===== config.mk =====
export PLATFORM = sky130hd
export DESIGN_NAME = pio_loader
export DESIGN_NICKNAME = d
export VERILOG_FILES = /design/src/rtl/pio_pkg.sv /design/src/rtl/pio_loader.sv
export SDC_FILE = /design/constraint.sdc
export NUM_CORES = 1
export LEC_CHECK = 0
export BUFFER_PORTS_ARGS = -buffer_cell sky130_fd_sc_hd__buf_4
export CELL_PAD_IN_SITES_DETAIL_PLACEMENT = 1
export CELL_PAD_IN_SITES_GLOBAL_PLACEMENT = 2
export CORE_AREA = 2 2 141 143
export DETAILED_ROUTE_END_ITERATION = 8
export DIE_AREA = 0 0 143 145
export PLACE_DENSITY = 0.95
export SLEW_MARGIN = 20
export SYNTH_ARGS = -nofsm -noshare
export SYNTH_HDL_FRONTEND = slang
export SYNTH_SLANG_ARGS = --single-unit
export TNS_END_PERCENT = 50

===== constraint.sdc =====
create_clock -name clk -period 10.8 [get_ports clk]
set_clock_uncertainty 0.1 [all_clocks]
set_input_delay 1.62 -clock clk [delete_from_list [all_inputs] [get_ports clk]]
set_output_delay 1.62 -clock clk [all_outputs]
set_load 0.005 [all_outputs]

===== src/rtl/pio_pkg.sv =====
// -----------------------------------------------------------------------------
// pio_pkg
// Shared definitions for the PIO program loader.
//   - PIO command action codes driven on the loader's action output.
//   - Loader FSM state encoding (also exported on the debug state port).
//   - range_ok(): validity check for a requested program placement.
// -----------------------------------------------------------------------------
package pio_pkg;

  // PIO command action codes
  localparam logic [3:0] ACT_NOP    = 4'd0;
  localparam logic [3:0] ACT_INSTR  = 4'd1;
  localparam logic [3:0] ACT_PEND   = 4'd2;
  localparam logic [3:0] ACT_PULL   = 4'd3;
  localparam logic [3:0] ACT_PUSH   = 4'd4;
  localparam logic [3:0] ACT_PINS   = 4'd5;
  localparam logic [3:0] ACT_EN     = 4'd6;
  localparam logic [3:0] ACT_DIV    = 4'd7;
  localparam logic [3:0] ACT_SIDE   = 4'd8;
  localparam logic [3:0] ACT_IMM    = 4'd9;
  localparam logic [3:0] ACT_JMPPIN = 4'd10;

  // Instruction memory depth of one PIO block
  localparam int IMEM_DEPTH = 32;

  // Loader FSM states. The order follows the command sequence emitted
  // after the program words have been written.
  typedef enum logic [2:0] {
    ST_IDLE = 3'd0,
    ST_LOAD = 3'd1,
    ST_PEND = 3'd2,
    ST_PINS = 3'd3,
    ST_DIV  = 3'd4,
    ST_SIDE = 3'd5,
    ST_JMP  = 3'd6,
    ST_EN   = 3'd7
  } state_t;

  // A program is placeable when it is non-empty and its last word still
  // lands inside instruction memory. Evaluated at 7 bits so that the
  // largest addr + len cannot wrap.
  function automatic logic range_ok(input logic [4:0] addr, input logic [5:0] len);
    logic [6:0] w_end;
    w_end = {2'b00, addr} + {1'b0, len};
    return (len != 6'd0) && (w_end <= 7'(IMEM_DEPTH));
  endfunction

endpackage


===== src/rtl/pio_loader.sv =====
// -----------------------------------------------------------------------------
// pio_loader
// Loads a program into a PIO state machine and configures it, or forwards
// single host commands when idle.
//
// A load is: one INSTR write per streamed word, then PEND (wrap index),
// PINS, DIV, SIDE, JMPPIN and finally EN, one command per cycle, followed by
// a one-cycle done pulse. All PIO command outputs are registered and return
// to zero in every cycle that carries no command.
//
// Handshake semantics (both the stream and the host port): a transfer happens
// in a cycle where valid and ready are both high at the rising clock edge;
// ready never depends on the transfer being accepted later, and valid may be
// held without ready for any number of cycles.
//
// Ports
//   clk, reset             clock, asynchronous active-high reset
//   start, abort           begin a load / synchronous cancel of a busy load
//   mach, start_addr,      target state machine, first instruction index,
//   prog_len               word count (1..32)
//   pins_cfg, div_cfg,     configuration words latched at start
//   side_cfg, jmp_cfg,
//   en_cfg
//   s_valid/s_data/s_ready instruction word stream (ready only in LOAD)
//   h_valid/h_action/      host command port (ready only when idle and no
//   h_index/h_mindex/      start is requested)
//   h_din/h_ready
//   action/index/mindex/   registered PIO command outputs
//   din
//   busy, done, err        status; done and err are one-cycle pulses
//   o_dbg_state            current FSM state, for observation only
// -----------------------------------------------------------------------------
module pio_loader
  import pio_pkg::*;
#(
  parameter int TIMEOUT = 255
) (
  input  logic         clk,
  input  logic         reset,
  input  logic         start,
  input  logic         abort,
  input  logic [1:0]   mach,
  input  logic [4:0]   start_addr,
  input  logic [5:0]   prog_len,
  input  logic [31:0]  pins_cfg,
  input  logic [23:0]  div_cfg,
  input  logic [4:0]   side_cfg,
  input  logic [3:0]   jmp_cfg,
  input  logic [3:0]   en_cfg,
  input  logic         s_valid,
  input  logic [15:0]  s_data,
  output logic         s_ready,
  input  logic         h_valid,
  input  logic [3:0]   h_action,
  input  logic [4:0]   h_index,
  input  logic [1:0]   h_mindex,
  input  logic [31:0]  h_din,
  output logic         h_ready,
  output logic [3:0]   action,
  output logic [4:0]   index,
  output logic [1:0]   mindex,
  output logic [31:0]  din,
  output logic         busy,
  output logic         done,
  output logic         err,
  output state_t       o_dbg_state
);

  // The stall counter only has to reach TIMEOUT-1: the stall cycle that
  // finds it there is the TIMEOUT-th consecutive one.
  localparam int TW = (TIMEOUT > 1) ? $clog2(TIMEOUT) : 1;
  localparam logic [TW-1:0] TO_LAST = TW'(TIMEOUT - 1);

  // State and latched load parameters
  state_t        r_state;
  logic [1:0]    r_mach;
  logic [4:0]    r_start_addr;
  logic [5:0]    r_prog_len;
  logic [31:0]   r_pins;
  logic [23:0]   r_div;
  logic [4:0]    r_side;
  logic [3:0]    r_jmp;
  logic [3:0]    r_en;

  // Progress counters
  logic [4:0]    r_addr;
  logic [5:0]    r_left;
  logic [TW-1:0] r_to_cnt;

  // Registered outputs
  logic [3:0]    r_action;
  logic [4:0]    r_index;
  logic [1:0]    r_mindex;
  logic [31:0]   r_din;
  logic          r_err;
  logic          r_done;
  logic          r_en_issued;

  // Next-cycle values from the combinational process
  state_t        w_state_nxt;
  logic [3:0]    w_action;
  logic [4:0]    w_index;
  logic [1:0]    w_mindex;
  logic [31:0]   w_din;
  logic          w_err;
  logic          w_en_issued;
  logic          w_latch;
  logic          w_word;
  logic          w_to_clr;
  logic          w_to_inc;
  logic          w_s_ready;
  logic          w_h_ready;
  logic [4:0]    w_last_idx;

  assign w_s_ready = (r_state == ST_LOAD);
  // Start wins over a host command offered in the same idle cycle.
  assign w_h_ready = ~reset & (r_state == ST_IDLE) & ~start;

  // Wrap index: the last instruction of the loaded program. The 5-bit sum
  // wraps correctly for prog_len=32 at start_addr=0 (index 31).
  assign w_last_idx = r_start_addr + r_prog_len[4:0] - 5'd1;

  // ---------------------------------------------------------------------------
  // Next-state and command selection
  // ---------------------------------------------------------------------------
  always_comb begin
    w_state_nxt = r_state;
    w_action    = ACT_NOP;
    w_index     = 5'd0;
    w_mindex    = 2'd0;
    w_din       = 32'd0;
    w_err       = 1'b0;
    w_en_issued = 1'b0;
    w_latch     = 1'b0;
    w_word      = 1'b0;
    w_to_clr    = 1'b0;
    w_to_inc    = 1'b0;

    case (r_state)
      ST_IDLE: begin
        if (start) begin
          if (range_ok(start_addr, prog_len)) begin
            w_latch     = 1'b1;
            w_to_clr    = 1'b1;
            w_state_nxt = ST_LOAD;
          end else begin
            w_err = 1'b1;
          end
        end else if (h_valid && w_h_ready) begin
          w_action = h_action;
          w_index  = h_index;
          w_mindex = h_mindex;
          w_din    = h_din;
        end
      end

      ST_LOAD: begin
        // A word offered in the abort cycle is consumed by the handshake
        // but deliberately not written.
        if (abort) begin
          w_state_nxt = ST_IDLE;
        end else if (s_valid && w_s_ready) begin
          w_word   = 1'b1;
          w_to_clr = 1'b1;
          w_action = ACT_INSTR;
          w_index  = r_addr;
          w_mindex = r_mach;
          w_din    = {16'h0000, s_data};
          if (r_left == 6'd1) begin
            w_state_nxt = ST_PEND;
          end
        end else if (r_to_cnt == TO_LAST) begin
          w_err       = 1'b1;
          w_state_nxt = ST_IDLE;
        end else begin
          w_to_inc = 1'b1;
        end
      end

      ST_PEND: begin
        if (abort) begin
          w_state_nxt = ST_IDLE;
        end else begin
          w_action    = ACT_PEND;
          w_index     = w_last_idx;
          w_mindex    = r_mach;
          w_state_nxt = ST_PINS;
        end
      end

      ST_PINS: begin
        if (abort) begin
          w_state_nxt = ST_IDLE;
        end else begin
          w_action    = ACT_PINS;
          w_mindex    = r_mach;
          w_din       = r_pins;
          w_state_nxt = ST_DIV;
        end
      end

      ST_DIV: begin
        if (abort) begin
          w_state_nxt = ST_IDLE;
        end else begin
          w_action    = ACT_DIV;
          w_mindex    = r_mach;
          w_din       = {8'h00, r_div};
          w_state_nxt = ST_SIDE;
        end
      end

      ST_SIDE: begin
        if (abort) begin
          w_state_nxt = ST_IDLE;
        end else begin
          w_action    = ACT_SIDE;
          w_mindex    = r_mach;
          w_din       = {27'h0, r_side};
          w_state_nxt = ST_JMP;
        end
      end

      ST_JMP: begin
        if (abort) begin
          w_state_nxt = ST_IDLE;
        end else begin
          w_action    = ACT_JMPPIN;
          w_mindex    = r_mach;
          w_din       = {28'h0, r_jmp};
          w_state_nxt = ST_EN;
        end
      end

      ST_EN: begin
        if (abort) begin
          w_state_nxt = ST_IDLE;
        end else begin
          w_action    = ACT_EN;
          w_mindex    = r_mach;
          w_din       = {28'h0, r_en};
          w_en_issued = 1'b1;
          w_state_nxt = ST_IDLE;
        end
      end

      default: begin
        w_state_nxt = ST_IDLE;
      end
    endcase
  end

  // ---------------------------------------------------------------------------
  // State register
  // ---------------------------------------------------------------------------
  always_ff @(posedge clk or posedge reset) begin
    if (reset) begin
      r_state <= ST_IDLE;
    end else begin
      r_state <= w_state_nxt;
    end
  end

  // ---------------------------------------------------------------------------
  // Latched load parameters (captured on an accepted start)
  // ---------------------------------------------------------------------------
  always_ff @(posedge clk or posedge reset) begin
    if (reset) begin
      r_mach       <= 2'd0;
      r_start_addr <= 5'd0;
      r_prog_len   <= 6'd0;
      r_pins       <= 32'd0;
      r_div        <= 24'd0;
      r_side       <= 5'd0;
      r_jmp        <= 4'd0;
      r_en         <= 4'd0;
    end else if (w_latch) begin
      r_mach       <= mach;
      r_start_addr <= start_addr;
      r_prog_len   <= prog_len;
      r_pins       <= pins_cfg;
      r_div        <= div_cfg;
      r_side       <= side_cfg;
      r_jmp        <= jmp_cfg;
      r_en         <= en_cfg;
    end
  end

  // ---------------------------------------------------------------------------
  // Write address, remaining-word count and stall counter
  // ---------------------------------------------------------------------------
  always_ff @(posedge clk or posedge reset) begin
    if (reset) begin
      r_addr <= 5'd0;
      r_left <= 6'd0;
    end else if (w_latch) begin
      r_addr <= start_addr;
      r_left <= prog_len;
    end else if (w_word) begin
      r_addr <= r_addr + 5'd1;
      r_left <= r_left - 6'd1;
    end
  end

  always_ff @(posedge clk or posedge reset) begin
    if (reset) begin
      r_to_cnt <= '0;
    end else if (w_to_clr) begin
      r_to_cnt <= '0;
    end else if (w_to_inc) begin
      r_to_cnt <= r_to_cnt + 1'b1;
    end
  end

  // ---------------------------------------------------------------------------
  // Command and status output registers
  // ---------------------------------------------------------------------------
  always_ff @(posedge clk or posedge reset) begin
    if (reset) begin
      r_action    <= ACT_NOP;
      r_index     <= 5'd0;
      r_mindex    <= 2'd0;
      r_din       <= 32'd0;
      r_err       <= 1'b0;
      r_en_issued <= 1'b0;
      r_done      <= 1'b0;
    end else begin
      r_action    <= w_action;
      r_index     <= w_index;
      r_mindex    <= w_mindex;
      r_din       <= w_din;
      r_err       <= w_err;
      // done trails the EN command by one cycle, so it lands after EN has
      // been presented and while the FSM already reports idle.
      r_en_issued <= w_en_issued;
      r_done      <= r_en_issued;
    end
  end

  assign action      = r_action;
  assign index       = r_index;
  assign mindex      = r_mindex;
  assign din         = r_din;
  assign err         = r_err;
  assign done        = r_done;
  assign busy        = (r_state != ST_IDLE);
  assign s_ready     = w_s_ready;
  assign h_ready     = w_h_ready;
  assign o_dbg_state = r_state;

endmodule


Word level (Yosys, flattened, before mapping)
Index checks and enable logic that the tools add are counted.
{ "totals": {"reg_bits": 149, "in_bits": 147, "elab_cells": 123} }
{ "op_classes": {"n_addsub": 6, "order_cmp": 1, "n_eq_ne": 13, "n_mux": 70, "bitwise_logic": 4, "reduce_logical": 10} }
{ "ops": {"columns": ["op", "n"], "rows": [
  ["case mux 32 bit (7 select lines)", 1],
  ["two-way mux 32 bit", 3],
  ["two-way mux 5 bit", 8],
  ["two-way mux 3 bit", 13],
  ["two-way mux 16 bit", 2],
  ["case mux 4 bit (8 select lines)", 1],
  ["two-way mux 24 bit", 1],
  ["two-way mux 4 bit", 6],
  ["case mux 3 bit (8 select lines)", 1],
  ["two-way mux 1 bit", 19],
  ["two-way mux 8 bit", 2],
  ["case mux 5 bit (3 select lines)", 1],
  ["two-way mux 2 bit", 7],
  ["equality test 3 bit (second input constant)", 4],
  ["two-way mux 6 bit", 2],
  ["adder 8 x 1 -> 8 bit (second input constant)", 1],
  ["equality test 8 bit (second input constant)", 1],
  ["adder 5 x 6 -> 7 bit", 1],
  ["<= comparator 7 x 6 -> 1 bit (second input constant)", 1],
  ["equality test 3 x 2 -> 1 bit (second input constant)", 2],
  ["equality test 6 x 1 -> 1 bit (second input constant)", 1],
  ["case mux 2 bit (3 select lines)", 1],
  ["nonzero test 6 bit", 1],
  ["OR reduction 6 bit", 1],
  ["17 further kinds", 23]
]} }

Longest topological paths before layout
{ "logic_depth": {"ltp_word": 7, "ltp_mapped": 10, "mapped_depth_nobuf": 8} }

Worst setup path after synthesis
No wires, ideal clock.
{ "synth_path": {"path_kind": "input port to flip-flop", "start": "input start_addr[0]", "end": "register r_div[0]", "setup_ns": 0.127, "arrival_time_ns": 4.103, "path_slack_ns": 6.469, "stages": 10, "n_path_buf": 3, "path_cell_list": "ha_1 > fa_1 > and3_1 > or3_1 > a221oi_2 > o211a_1 > buf_2 > buf_6 > buf_6 > mux2_1"} }
{ "synth_via": {"elab_chain_cells": 6} }
{ "synth_rtl": {"columns": ["item", "line_no", "text"], "rows": [
  ["start: declaration", "pio_loader.sv:43", "input logic [4:0] start_addr,"],
  ["adder 5 x 6 -> 7 bit", "pio_pkg.sv:44", "w_end = {2'b00, addr} + {1'b0, len};"],
  ["<= comparator 7 x 6 -> 1 bit", "pio_pkg.sv:45", "return (len != 6'd0) && (w_end <= 7'(IMEM_DEPTH));"],
  ["logical AND 1 bit", "pio_pkg.sv:45", null],
  ["two-way mux 1 bit", "pio_loader.sv:142", "if (range_ok(start_addr, prog_len)) begin"],
  ["two-way mux 1 bit", "pio_loader.sv:141", "if (start) begin"],
  ["two-way mux 1 bit", "pio_loader.sv:139", "case (r_state)"],
  ["end signal: assignment", "pio_loader.sv:282", "r_div <= div_cfg;"],
  ["end: declaration", "pio_loader.sv:80", "logic [23:0] r_div;"]
]} }
Every way passes these cells.
A chain may end at the register's enable or synchronous reset.

Final worst setup path
{ "layout_path": {"start": "input start_addr[0]", "end": "register r_div[13]"} }
Same word-level chain as after synthesis.

==> impl_metrics.toml <==
[run_status]
status = "finished, final reports clean"

[synth]
avgSynthCellArea_sq_um = 12.6
synthAdderAreaFrac_pct = 3.72
yosys.area.top_type = "dfrtp_1"
ys_ff_latch = 149
synth.net_count = 704
synth_most_common_cell = "dfrtp_1"
yosys.area_share.simple_pct = 7.46
synth_common_cells = "dfrtp_1 (149), mux2_2 (44), nand2_1 (43), mux2_1 (35), inv_1 (33)"
muxShareOfSynthArea_pct = 14.9
ys.flop_type = "dfrtp_1"
synthArstFlopShare_pct = 100
synth_top_area_share_pct = 54.9
synth_edf_count = 0
syn_area_sq_mm = 0.00680
synth.distinct_cells = 59
synth.area.top_cells = "dfrtp_1 (55%), mux2_2 (7.3%), mux2_1 (5.8%), ha_1 (3.1%), a222oi_1 (2.8%)"
synth-compound-area-share_pct = 12.2
synth_xor_area_share_pct = 2.58
synth_top_family_by_area = "multiplexers"
yosysWarnings = 0
yosysSeqAreaShare_pct = 54.9
netlist_instances = 538

[route]
vias = 5106
routedWlPerCell_um = 19.3
drt_wl_total_um = 19400
first_pass_iters = 5
drt_drc_violations_left = 0
ant_nets = 0
drt_iter0_drc = 230
vias_per_cell = 5.08

[setup_path]
crit_path_start_kind = "primary input"
critical_path_arrival_ns = 5.24
r2r-end = "r_div[13]$_DFFE_PP0P_"
crit_path_max_fanout = 64
crit_start = "start_addr[0]"
critical_path_class = "in2reg"
rrSetupSlack_ns = 7.29
r2r_cells = 5
r2r_start = "o_dbg_state[0]$_DFFE_PP0P_"
crit_path_end_kind = "register"
cp.required_ns = 11.00

[global_route]
gr-usage-all-layers_pct = 19.0
antenna_found_initial = 0
grt_pass1_wl_um = 30300
gr-total-overflow = 0
grt_pass1_vias = 5612
grt_max_degree = 82

[sta]
fmax_mhz = 198
setup_ws_ns = 5.76
setup_tns_ns = 0
max_slew_margin_pct = 33.7
min_period_ns = 5.04
setup_violations = 0
finalMaxSlewViolations = 0
period_share_pct = 46.7
tightest_slew_ns = 0.995
rsz0062_at_grt = "no"
hold_viol_final = 0
holdWs_ns = 0.252

[power]
ir_worst_vdd_uv = 131
swShare_pct = 31.7
combPwrFrac_pct = 28.5
leakagePower_nw = 4.36
p_int_mw = 1.45
seq_power_share_pct = 42.5
p_switching_mw = 0.673
p_per_area_mw_per_mm2 = 233
pwr-share-clk_pct = 29.0
power.total_mw = 2.12

[clock_network]
clkSinkCount = 149
ctsHoldBuffers = 0
ctsLongestPathBuffers = 2
numCtsBuffers = 17
cts-resized-gates = 0
htreeDepth = 4
cts_setup_buffers = 0
worstSkewPairLatency_ns = 0.42
cts_tree = "done"
cts.clk_slew.worst_paths_ns = 0.07
ctsRootBufferMaster = "clkbuf_16"

[place]
place_ws_ns = 5.30
place_area_sq_mm = 0.00849
hpwl_um = 13800
place.port_buffers = 197
place_inst = 974
globalplace.congestion = 0.770

[hold_path]
hp-class = "reg2reg"
min_from = "r_en_issued$_DFF_PP0_"
hold_depth = 0
hold_end = "done$_DFF_PP0_"

[die]
start_util_pct = 35.4
dieArea_sq_mm = 0.0207
core_sq_mm = 0.0192
design.portCount = 198
rows = 51
die_y_um = 145
fp.dieW_um = 143

[finish]
drive_gt1_share_pct = 39.7
nets = 894
final_cells = 1006
antenna_cells = 0
fin_util_pct = 47.4
nFillCells = 2053
synthToLayoutAreaGrowth_pct = 34.0
stdcell_area_sq_mm = 0.00911

[run]
cap_violations = 0
==> power by group through the flow <==
stage,Combinational [mW],Clock [mW],Sequential (mW)
2_1_floorplan,0.430,0,0.857
3_3_place_gp,0.584,0,0.899
3_5_place_dp,0.613,0,0.909
4_1_cts,0.620,0.630,0.902
5_1_grt,0.679,0.657,0.931
6_report,0.605,0.616,0.901
==> metal layers <==
| layer | vias to the layer above | share of wire, % | track usage, % |
|---|---|---|---|
| li1 | 2351 | - | - |
| met1 | 2552 | 41 | 24.1 |
| met2 | 177 | 50 | 31.4 |
| met3 | 26 | 6.5 | 4.72 |
| met4 | 0 | 1.9 | 6.68 |
| met5 | - | 0 | 0 |
==> critical path, cell delays in order <==
cell and delay (ns):
buf_4 0.12, ha_1 0.22, fa_1 0.40, and3_1 0.17, or3_1 0.36, a221oi_2 0.60, o211a_4 0.54, buf_4 0.75
mux2_2 0.42
==> how the worst max path moves through the flow <==
| stage | end | slack [ns] |
|---|---|---|
| after global placement | r_pins[12]$_DFFE_PP0P_ | 5.38 |
| after floorplan | action[0]$_DFF_PP0_ | 5.07 |
| final | r_div[13]$_DFFE_PP0P_ | 5.76 |
| after global routing | r_div[12]$_DFFE_PP0P_ | 5.57 |
| after detailed placement | r_div[12]$_DFFE_PP0P_ | 5.30 |
| after CTS | r_div[13]$_DFFE_PP0P_ | 5.76 |
==> layout make-up <==
type                       instances  area [sq um]  area share (%)
tap                              265           332            3.64
timing repair buffer             202          1520            16.7
multi-input combinational        325          2790            30.6
sequential                       149          3730            40.9
inverter                          33           129            1.41
clock buffer                      17           425            4.67
clock inverter                    15           185            2.03
==> registers in the layout, indices dropped and copies added (netlist names), 5 cells and up <==
register      cells
r_prog_len        5
r_side            5
r_addr            5
r_start_addr      5
r_pins           32
r_to_cnt          8
r_left            6
din              32
r_div            24
index             5
==> layout by cell type (no fill, tap or decap), drive strengths merged, types with 3 or more instances in the layout <==
master,instances
mux4,4
inv,41
mux2,79
nor2,12
clkinvlp,3
or3,3
clkbuf,17
nor3,12
nand2,43
nand4,5
ha,17
a2111oi,3
o2111ai,6
xnor2,10
o21ai,17
a21o,3
xor2,10
o211ai,5
nand2b,6
a22o,15
dfrtp,149
a221o,4
buf,202
a222oi,19
mux2i,3
a22oi,6
and2,4
and3,3
==> cell families (layout without fill, tap and decap cells) <==
logic type               after synthesis  count (layout)
adder cells (fa/ha/maj)               19              19
flip-flops                           149             149
AO/OA/AOI/OAI                         97              97
multiplexers                          86              86
AND/OR/NAND/NOR                      103             103
buffers and inverters                 64             267
XOR/XNOR                              20              20
No activity file was read; power rests on OpenSTA's default activity.
